$ cat src/rtl/systolic_tile_sequencer.sv
// rtl/systolic_tile_sequencer.sv - sequences one output tile of an ARRAY_N x ARRAY_N systolic MAC array
// Optional feature macro: SEQ_ABORT_EN (adds abort input that discards the tile in progress).
module systolic_tile_sequencer #(
    parameter int ARRAY_N = 4,
    parameter int K_W     = 8,
    parameter int ADDR_W  = 10
) (
    input  logic               clk,
    input  logic               reset,
`ifdef SEQ_ABORT_EN
    input  logic               abort,
`endif
    input  logic               start,
    input  logic [K_W-1:0]     k_len,
    input  logic [ADDR_W-1:0]  a_base,
    input  logic [ADDR_W-1:0]  b_base,
    output logic               busy,
    output logic               done,
    output logic               a_rd_en,
    output logic               b_rd_en,
    output logic [ADDR_W-1:0]  a_addr,
    output logic [ADDR_W-1:0]  b_addr,
    output logic               pe_clr,
    output logic [ARRAY_N-1:0] row_valid,
    output logic [ARRAY_N-1:0] col_valid,
    output logic               capture
);
    localparam int DR_W = $clog2(2 * ARRAY_N);
    localparam logic [DR_W-1:0] DRAIN_LAST = DR_W'(2 * ARRAY_N - 1);

    typedef enum logic [2:0] {IDLE, CLEAR, FEED, DRAIN, CAPTURE, DONE} state_t;

    state_t              state_q, state_d;
    logic [K_W-1:0]      k_m1_q, k_m1_d;
    logic [K_W-1:0]      feed_cnt_q, feed_cnt_d;
    logic [DR_W-1:0]     drain_cnt_q, drain_cnt_d;
    logic [ADDR_W-1:0]   a_base_q, a_base_d, b_base_q, b_base_d;
    logic [ADDR_W-1:0]   a_addr_q, a_addr_d, b_addr_q, b_addr_d;
    logic                a_rd_q, a_rd_d, b_rd_q, b_rd_d;
    logic                busy_q, busy_d, done_q, done_d;
    logic                pe_clr_q, pe_clr_d, capture_q, capture_d;
    logic [ARRAY_N-1:0]  row_q, row_d, col_q, col_d;
    logic                flush;

    always_comb begin
        state_d     = state_q;
        k_m1_d      = k_m1_q;
        feed_cnt_d  = feed_cnt_q;
        drain_cnt_d = drain_cnt_q;
        a_base_d    = a_base_q;
        b_base_d    = b_base_q;
        flush       = 1'b0;

        case (state_q)
            IDLE: begin
                if (start) begin
                    if (k_len != '0) begin
                        state_d  = CLEAR;
                        k_m1_d   = k_len - K_W'(1);
                        a_base_d = a_base;
                        b_base_d = b_base;
                    end else begin
                        state_d = DONE;
                    end
                end
            end
            CLEAR: begin
                state_d    = FEED;
                feed_cnt_d = '0;
            end
            FEED: begin
                // Compare against k_len-1 so a full-scale k_len never overflows the counter.
                if (feed_cnt_q == k_m1_q) begin
                    state_d     = DRAIN;
                    drain_cnt_d = '0;
                end else begin
                    feed_cnt_d = feed_cnt_q + K_W'(1);
                end
            end
            DRAIN: begin
                if (drain_cnt_q == DRAIN_LAST) state_d = CAPTURE;
                else drain_cnt_d = drain_cnt_q + DR_W'(1);
            end
            CAPTURE: state_d = DONE;
            DONE:    state_d = IDLE;
            default: state_d = IDLE;
        endcase

`ifdef SEQ_ABORT_EN
        if (abort && state_q != IDLE) begin
            state_d = IDLE;
            flush   = 1'b1;
        end
`endif

        busy_d    = (state_d != IDLE);
        pe_clr_d  = (state_d == CLEAR) || flush;
        a_rd_d    = (state_d == FEED);
        b_rd_d    = (state_d == FEED);
        capture_d = (state_d == CAPTURE);
        done_d    = (state_d == DONE);

        a_addr_d = a_addr_q;
        b_addr_d = b_addr_q;
        if (state_d == FEED) begin
            a_addr_d = (state_q == CLEAR) ? a_base_q : a_addr_q + ADDR_W'(1);
            b_addr_d = (state_q == CLEAR) ? b_base_q : b_addr_q + ADDR_W'(1);
        end

        // Lane r sees read data 1+r cycles after the read; pipes drain to zero during DRAIN.
        row_d = flush ? '0 : {row_q[ARRAY_N-2:0], a_rd_q};
        col_d = flush ? '0 : {col_q[ARRAY_N-2:0], b_rd_q};
    end

    always_ff @(posedge clk) begin
        if (reset) begin
            state_q     <= IDLE;
            k_m1_q      <= '0;
            feed_cnt_q  <= '0;
            drain_cnt_q <= '0;
            a_base_q    <= '0;
            b_base_q    <= '0;
            a_addr_q    <= '0;
            b_addr_q    <= '0;
            a_rd_q      <= 1'b0;
            b_rd_q      <= 1'b0;
            busy_q      <= 1'b0;
            done_q      <= 1'b0;
            pe_clr_q    <= 1'b0;
            capture_q   <= 1'b0;
            row_q       <= '0;
            col_q       <= '0;
        end else begin
            state_q     <= state_d;
            k_m1_q      <= k_m1_d;
            feed_cnt_q  <= feed_cnt_d;
            drain_cnt_q <= drain_cnt_d;
            a_base_q    <= a_base_d;
            b_base_q    <= b_base_d;
            a_addr_q    <= a_addr_d;
            b_addr_q    <= b_addr_d;
            a_rd_q      <= a_rd_d;
            b_rd_q      <= b_rd_d;
            busy_q      <= busy_d;
            done_q      <= done_d;
            pe_clr_q    <= pe_clr_d;
            capture_q   <= capture_d;
            row_q       <= row_d;
            col_q       <= col_d;
        end
    end

    assign busy      = busy_q;
    assign done      = done_q;
    assign a_rd_en   = a_rd_q;
    assign b_rd_en   = b_rd_q;
    assign a_addr    = a_addr_q;
    assign b_addr    = b_addr_q;
    assign pe_clr    = pe_clr_q;
    assign capture   = capture_q;
    assign row_valid = row_q;
    assign col_valid = col_q;
endmodule
$ cat config.mk
export PLATFORM = sky130hd
export DESIGN_NAME = systolic_tile_sequencer
export DESIGN_NICKNAME = d
export VERILOG_FILES = /design/src/rtl/systolic_tile_sequencer.sv
export SDC_FILE = /design/constraint.sdc
export NUM_CORES = 1
export LEC_CHECK = 0
export ABC_AREA = 1
export BUFFER_PORTS_ARGS = -buffer_cell sky130_fd_sc_hd__buf_2
export CORE_ASPECT_RATIO = 1.75
export CORE_MARGIN = 2
export CORE_UTILIZATION = 60
export DETAILED_ROUTE_END_ITERATION = 16
export PLACE_DENSITY = 0.85
export REMOVE_ABC_BUFFERS = 1
export SYNTH_ARGS = -nofsm -noshare
export SYNTH_HDL_FRONTEND = slang
export SYNTH_SLANG_ARGS = --single-unit
$ cat constraint.sdc
create_clock -name clk -period 3.5 [get_ports clk]
set_input_delay 0.35 -clock clk [delete_from_list [all_inputs] [get_ports clk]]
set_output_delay 0.35 -clock clk [all_outputs]
set_load 0.03 [all_outputs]
### Word level (Yosys, flattened, before mapping)

Cells that the tools add are included.

| word-level totals | value |
|---|---|
| flip-flop bits (word level) | 75 |
| bits of input ports | 31 |

| operators by class | value |
|---|---|
| add/sub/neg operators | 5 |
| equal/unequal tests | 13 |
| multiplexer cells | 12 |
| reductions and logical operators | 8 |

Operators by type and width:

| cell | number |
|---|---|
| adder 10 x 1 -> 10 bit (second input constant) | 2 |
| two-way mux 10 bit | 2 |
| two-way mux 3 bit | 6 |
| one-hot mux 8 bit (2 select lines) | 1 |
| one-hot mux 3 bit (5 select lines) | 1 |
| == test 3 bit (second input constant) | 4 |
| == test 3 x 2 -> 1 bit (second input constant) | 3 |
| adder 8 x 1 -> 8 bit (second input constant) | 1 |
| == test 8 bit | 1 |
| two-way mux 8 bit | 1 |
| nonzero test 8 bit | 1 |
| subtractor 8 x 1 -> 8 bit (second input constant) | 1 |
| == test 3 x 1 -> 1 bit (second input constant) | 2 |
| != test 2 bit (second input constant) | 3 |
| one-hot mux 3 bit (2 select lines) | 1 |
| AND reduction 3 bit | 2 |
| nonzero test 2 bit | 2 |
| adder 3 x 1 -> 3 bit (second input constant) | 1 |
| logical NOT 3 bit | 1 |
| nonzero test 3 bit | 1 |
| AND reduction 2 bit | 1 |

### Longest topological paths before layout

Gate-level depths: netlist (run 1).

| logic depth | value |
|---|---|
| depth after elaboration | 5 |
| mapped depth | 12 |

### Least setup slack after synthesis (run 1)

Ideal clock, no wire load.

| timing | value |
|---|---|
| path type | flip-flop to flip-flop |
| from | reg b_addr_q[0] (netlist: b_addr[0]) |
| to | reg b_addr_q[8] (netlist: b_addr[8]) |
| library setup time | 114 ps |
| arrival time | 1492 ps |
| setup slack | 1895 ps |
| cell stages (with the launch flop) | 13 |
| buffers on the path | 0 |
| clock period less this slack | 1605 ps |
| cell sequence | dfxtp_1 > ha_1 > nand2_1 > inv_1 > nand2_1 > nor2_1 > nand2_1 > nand2_1 > nand3_1 > nand2_1 > nand2_1 > nand2_1 > nor2_1 |

| on the way | value |
|---|---|
| cells in the longest elaborated chain, start to end | 2 |

RTL lines:

| element | line | text |
|---|---|---|
| from (decl) | 38 | `logic [ADDR_W-1:0] a_addr_q, a_addr_d, b_addr_q, b_addr_d;` |
| from (signal assigned) | 141 | `b_addr_q <= b_addr_d;` |
| adder 10 x 1 -> 10 bit | 107 | `b_addr_d = (state_q == CLEAR) ? b_base_q : b_addr_q + ADDR_W'(1);` |
| two-way mux 10 bit | 107 |  |

No other way between the ends.
A chain may end at the register's enable or synchronous reset.

### Final worst setup path (run 1)

| timing | value |
|---|---|
| from | reg state_q[1] |
| to | reg a_base_q[5] |

| on the way | value |
|---|---|
| cells in the longest elaborated chain, start to end | 2 |

RTL lines:

| element | line | text |
|---|---|---|
| from (decl) | 33 | `state_t state_q, state_d;` |
| from (signal assigned) | 134 | `state_q <= state_d;` |
| logical NOT 3 bit | 54 | `case (state_q)` |
| AND reduction 3 bit (no line) | -- |  |
| to (signal assigned) | 138 | `a_base_q <= a_base_d;` |
| to (decl) | 37 | `logic [ADDR_W-1:0] a_base_q, a_base_d, b_base_q, b_base_d;` |

No other way between the ends.

==> metrics.cfg, run 1 <==
[status]
status=finished clean

[cells_and_area]
area_growth_pct=11.8
drive_gt1_frac=0.153
ff_latch_area_um2=1420
antenna_cells=0
nets=637
multi_input_area_um2=1850
finish.utilization=0.696
nFillCells=537

[power]
power.share.combinational=0.278
power.switching_uw=798
p_int_mw=1.42
vdd_drop_max_mv=0.403
p_leak_nw=1.96
p_seq_frac=0.442
pwr-share-clk=0.280
sw_frac_of_total=0.359
power_density_nw_per_um2=538

[critical_path]
r2r_start=state_q[1]$_SDFF_PP0_
required_ps=3710
crit_chain=nor2_1, nand3_1, inv_1, nand2_2, o21ai_0, a21oi_1
path_class=flip-flop to flip-flop
cp_slowest_cell=nand2_2
critical_path.top_delay_family=simple AND/OR/NAND/NOR gates
worst_setup_path_start_kind=flip-flop
crit_path_end_kind=flip-flop
critPathMaxStageDelay_ps=560
critical_path_arrival_ps=2390
cp_max_fo=45
startpoint=state_q[1]$_SDFF_PP0_
path_buf_inv=1

[clock_tree]
post_cts_buffers=0
clock-sinks=71
path_clk_slew_ps=70
cts_hold_buf=0
insertion_delay_ps=350
clk_path_buf_depth=2
cts_root_buf=clkbuf_8
numCtsBuffers=9
cts-resized-gates=0
cts_tree=built
h-tree-depth=3

[synth]
yosys-top-cells-area=dfxtp_1 39%, nand2_1 14%, nor2_1 8.1%, nand3_1 6.2%, inv_1 6.2%
synth-main-ff-cell=dfxtp_1
synthTopCellsByCount=134 x nand2_1, 80 x nor2_1, 71 x dfxtp_1
seq_area_frac_synth=0.385
synthesis.area_um2=3690
ys_warn_count=0
yosys.cell_count.top_type=nand2_1
synth_top_cell_area_share=0.385
ys_seq_elements=71
syn_inst=551
synth-edff-count=0
synth.avg_cell_area_um2=6.70
synth_area_leader_cell=dfxtp_1
synthArstFlopShare=0
yosysUniqueCellTypes=31

[grt]
grt_pass1_vias=3355
grt_max_degree=46
grt-ovfl-total=0
antenna_found_initial=0
grt_use_total=0.256
grt_pass1_wl_mm=13.9

[min_path]
hold_path.class=input port to flip-flop
hold_start=k_len[5]

[timing]
fin_ws_ps=1310
finalCritPeriodShare=0.625
report.final.slew_viol_count=0
fmax_mhz=457
fin_tns_setup_ps=0
clock_skew_ps=9.00
rsz0062_at_grt=false
relSlewSlack=0.475
tightest_slew_ps=784
min_period_ps=2190
setup_viol=0
final_hold_viol_count=0

[routing]
finalWirelength_mm=8.23
drtAntennaViolNets=0
drc=0
dr.pass1.iters=5
post_drt_wl_per_cell_um=12.1
first_iter_violations=149
viasPerCell=5.30
vias=3606

[placement]
io_buffers=64
place_ws_ps=1130
dpl.hpwl_mm=5.61
place.gp.congestion=0.835

[die]
row_count=37
start_util=0.623
die_x_um=63.3
die_area_um2=6820
core_area_um2=5930
die_y_um=108
ios=65

[job]
drv_cap=0

==> final timing paths <==
| kind | to | slack (ps) | depth (start not counted) |
|---|---|---|---|
| setup reg to reg | a_base_q[5]$_SDFFE_PP0P_ | 1310 | 6 |
| hold reg to reg | row_valid[1]$_SDFF_PP0_ | 430 | 2 |
| hold / removal | k_m1_q[5]$_SDFFE_PP0P_ | 270 | 3 |
| setup / recovery | a_base_q[5]$_SDFFE_PP0P_ | 1310 | 6 |
==> sequential cells by signal, summed over array words and instances (netlist names) <==
| register | flops |
|---|---|
| b_rd_en | 1 |
| a_addr | 10 |
| b_addr | 10 |
| k_m1_q | 8 |
| pe_clr | 1 |
| feed_cnt_q | 8 |
| drain_cnt_q | 3 |
| capture | 1 |
| b_base_q | 10 |
| row_valid | 4 |
| a_base_q | 10 |
| state_q | 3 |
| busy | 1 |
| done | 1 |
==> cells in the final DEF (no fill, tap or decap), types with 7 or more instances in the layout <==
master / count
ha_1: 7
dfxtp_1: 71
xor2_1: 11
nand2_1: 134
nand3_1: 46
o21ai_0: 36
clkbuf_8: 9
a21oi_1: 38
nor2_1: 80
inv_1: 61
buf_2: 64
==> layer usage <==
metal | routed length (um) | vias to the layer above | global-route usage
li1 | - | 1825 | -
met1 | 3200 | 1655 | 0.263
met2 | 4400 | 102 | 0.485
met3 | 397 | 24 | 0.0513
met4 | 231 | 0 | 0.126
met5 | 0 | - | 0
==> cells by family after synthesis <==
| logic type | synth area share |
|---|---|
| compound gates | 0.116 |
| xor+xnor | 0.0404 |
| fa+ha+maj | 0.0237 |
| buf+inv | 0.113 |
| flops | 0.385 |
| simple gates | 0.322 |
==> area by class of cell <==
type	count	area share
multi-input combinational	387	0.449
sequential	71	0.345
timing repair buffer	66	0.0813
inverter	64	0.0582
clock buffer	10	0.0309
tap	78	0.0237
clock inverter	5	0.0121
==> tightest hold or removal path, stage by stage <==
cell and delay, ps:
buf_2 110, nand2_1 60, a21oi_1 50
==> power by group through the flow <==
stage	clock network, mW	logic, mW	registers [mW]
detailed placement	0	0.613	0.997
CTS	0.627	0.618	0.980
global route	0.660	0.692	0.993
global placement	0	0.594	0.994
finish	0.622	0.616	0.982
floorplan	0	0.345	1.09
==> per-stage QoR <==
stage | cells | power [mW] | cell area (um2) | hold WS, ps
floorplan | 522 | 1.44 | 3510 | 419
global placement | 666 | 1.59 | 3950 | 413
detailed placement | 666 | 1.61 | 3950 | 424
CTS | 681 | 2.22 | 4130 | 265
global route | 681 | 2.35 | 4130 | 275
finish | 681 | 2.22 | 4130 | 271
Note: power is estimated with default switching activity, not from simulation.
==> run 2, diff against run 1 <==
- CORE_UTILIZATION: 60 -> 56
- PLACE_DENSITY: 0.85 -> 0.8
- clock period: 3.5 -> 2.2 ns (I/O delays scaled with it)
==> run 2 against run 1 <==
  * Die area is 6.8% higher
  * Sequential power is 60% higher
  * Wire length is 6.3% higher
  * Non-clock buffer count is 6 higher
  * Maximum frequency is 24% higher
  * Largest power group unchanged
==> metrics.cfg, run 2 (synthesis gave the netlist of run 1 again) <==
[status]
status=finished clean

[cells_and_area]
nets=643  ; +0.94%
drive_gt1_frac=0.158  ; +0.00532
layout_commonest_cell=nand2_1
finish.utilization=0.664  ; -0.0324
antenna_cells=0  ; unchanged
fin_cells=690  ; +1.3%
layout_common_cells=134 x nand2_1, 80 x nor2_1, 71 x dfxtp_1
area_growth_pct=15.9

[critical_path]
cp_slowest_cell=dfxtp_1
crit_chain=inv_1, nor2_1, nand2_2, nand2_4, clkinv_1, nor2_1, nor2_1
cp_max_fo=20  ; -56%
worst_setup_path_start_kind=flip-flop
required_ps=2430  ; -1280 ps
r2r_start=state_q[0]$_SDFF_PP0_
path_class=flip-flop to flip-flop
reg2reg_slack_ps=440  ; -870 ps
r2r_cells=7  ; +1
cpMostUsedCell=nor2_1
crit_path_end_kind=flip-flop
critPathMaxStageDelay_ps=370  ; -190 ps
rr_endpoint=a_addr[2]$_SDFFE_PP0N_
critical_path_arrival_ps=1990  ; -400 ps

[routing]
post_drt_wl_per_cell_um=12.7  ; +4.9%
dr.pass1.iters=4  ; -1
drtAntennaViolNets=0  ; unchanged
vias=3592  ; -0.39%
first_iter_violations=198  ; +33%
drc=0  ; unchanged
finalWirelength_mm=8.75  ; +6.3%
viasPerCell=5.21  ; -1.7%

[clock_tree]
clock-sinks=71  ; unchanged
h-tree-depth=3  ; unchanged
cts-resized-gates=0  ; unchanged
path_clk_slew_ps=50  ; -20 ps
clk_path_buf_depth=2  ; unchanged
post_cts_buffers=0  ; unchanged
cts_tree=built
cts_hold_buf=0  ; unchanged
insertion_delay_ps=340  ; about the same
numCtsBuffers=9  ; unchanged
cts_root_buf=clkbuf_16

[placement]
place_ws_ps=494  ; -639 ps
dp_cells=676  ; +1.5%
io_buffers=64  ; unchanged
place.gp.congestion=0.807  ; -3.4%
dpl.hpwl_mm=5.97  ; +6.5%

[min_path]
hold_path.class=input port to flip-flop
hold_start=k_len[5]
hold_depth=3  ; unchanged
min_to=k_m1_q[5]$_SDFFE_PP0P_

[die]
core_area_um2=6440  ; +8.7%
die_area_um2=7280  ; +6.8%
ios=65  ; unchanged
die_x_um=65.4  ; +3.3%
start_util=0.573  ; -0.0498
row_count=39  ; +5.4%
die_y_um=111  ; +3.4%

[grt]
grt_pass1_vias=3384  ; +0.86%
grt_pass1_wl_mm=14.6  ; +4.5%
grt_max_degree=45  ; -2.2%
grt-ovfl-total=0  ; unchanged
grt_use_total=0.256  ; -0.000527
antenna_found_initial=0  ; unchanged

[power]
vdd_drop_max_mv=0.611  ; +52%
power.switching_mw=1.32  ; +66%
power_density_nw_per_um2=915  ; +70%
p_total_mw=3.91  ; +76%
power.share.combinational=0.259  ; -0.019
pwr-share-clk=0.340  ; +0.060
p_int_mw=2.59  ; +82%
sw_frac_of_total=0.338  ; -0.0211
p_leak_nw=2.03  ; +3.5%
p_seq_frac=0.402  ; -0.040

[timing]
setup_viol=0  ; unchanged
relSlewSlack=0.687  ; +0.212
clock_skew_ps=6.96  ; -2.04 ps
fin_tns_setup_ps=0  ; unchanged
final_hold_viol_count=0  ; unchanged
fin_ws_ps=442  ; -872 ps
report.final.slew_viol_count=0  ; unchanged
tightest_slew_ps=469  ; -315 ps
rsz0062_at_grt=false
min_period_ps=1760  ; -428 ps
fmax_mhz=569  ; +24%
finalCritPeriodShare=0.799  ; +0.175

[job]
drv_cap=0  ; unchanged

==> run 2: power by group through the flow <==
stage	Combinational (mW)	Sequential, mW	Clock (mW)
final	1.01	1.57	1.33
after global routing	1.14	1.59	1.39
after CTS	1.02	1.57	1.33
after detailed placement	1.01	1.59	0
after global placement	0.983	1.59	0
after floorplan	0.549	1.73	0
==> run 2: worst max path at each step <==
stage / startpoint / endpoint / cells after the start
after floorplan: state_q[0]$_SDFF_PP0_ / a_addr[9]$_SDFFE_PP0N_ / 7
after global placement: feed_cnt_q[4]$_SDFFE_PP0P_ / a_addr[9]$_SDFFE_PP0N_ / 11
after detailed placement: state_q[0]$_SDFF_PP0_ / b_addr[5]$_SDFFE_PP0N_ / 7
after CTS: state_q[0]$_SDFF_PP0_ / a_addr[2]$_SDFFE_PP0N_ / 7
after global routing: state_q[0]$_SDFF_PP0_ / a_addr[2]$_SDFFE_PP0N_ / 7
final: state_q[0]$_SDFF_PP0_ / a_addr[2]$_SDFFE_PP0N_ / 7
==> run 2: per-stage QoR <==
stage,cell area (um2),hold slack [ps]
after floorplan,3510,289
after global placement,4010,413
after detailed placement,4010,422
after CTS,4280,153
after global routing,4280,173
final,4280,155
==> run 2: routing by layer <==
| layer | GRT usage | share of wire |
|---|---|---|
| met1 | 0.259 | 0.38 |
| met4 | 0.138 | 0.025 |
| met2 | 0.471 | 0.55 |
| met5 | 0 | 0 |
| met3 | 0.0525 | 0.046 |
==> run 2: area by class of cell <==
type / instances / area (um2)
flip-flops and latches: 71 / 1420
multi-input cells: 387 / 1850
well taps: 82 / 103
clock inverters: 1 / 5.00
clock buffers: 13 / 260
fillers: 603 / 2170
inverters: 64 / 240
repair buffers: 72 / 393
==> run 2: worst max-delay path, delay by kind of cell, from the launching register on <==
kind / cells / cell delay, ps
AND/OR/NAND/NOR: 5 / 930
flip-flops: 1 / 370
buffers and inverters: 2 / 350
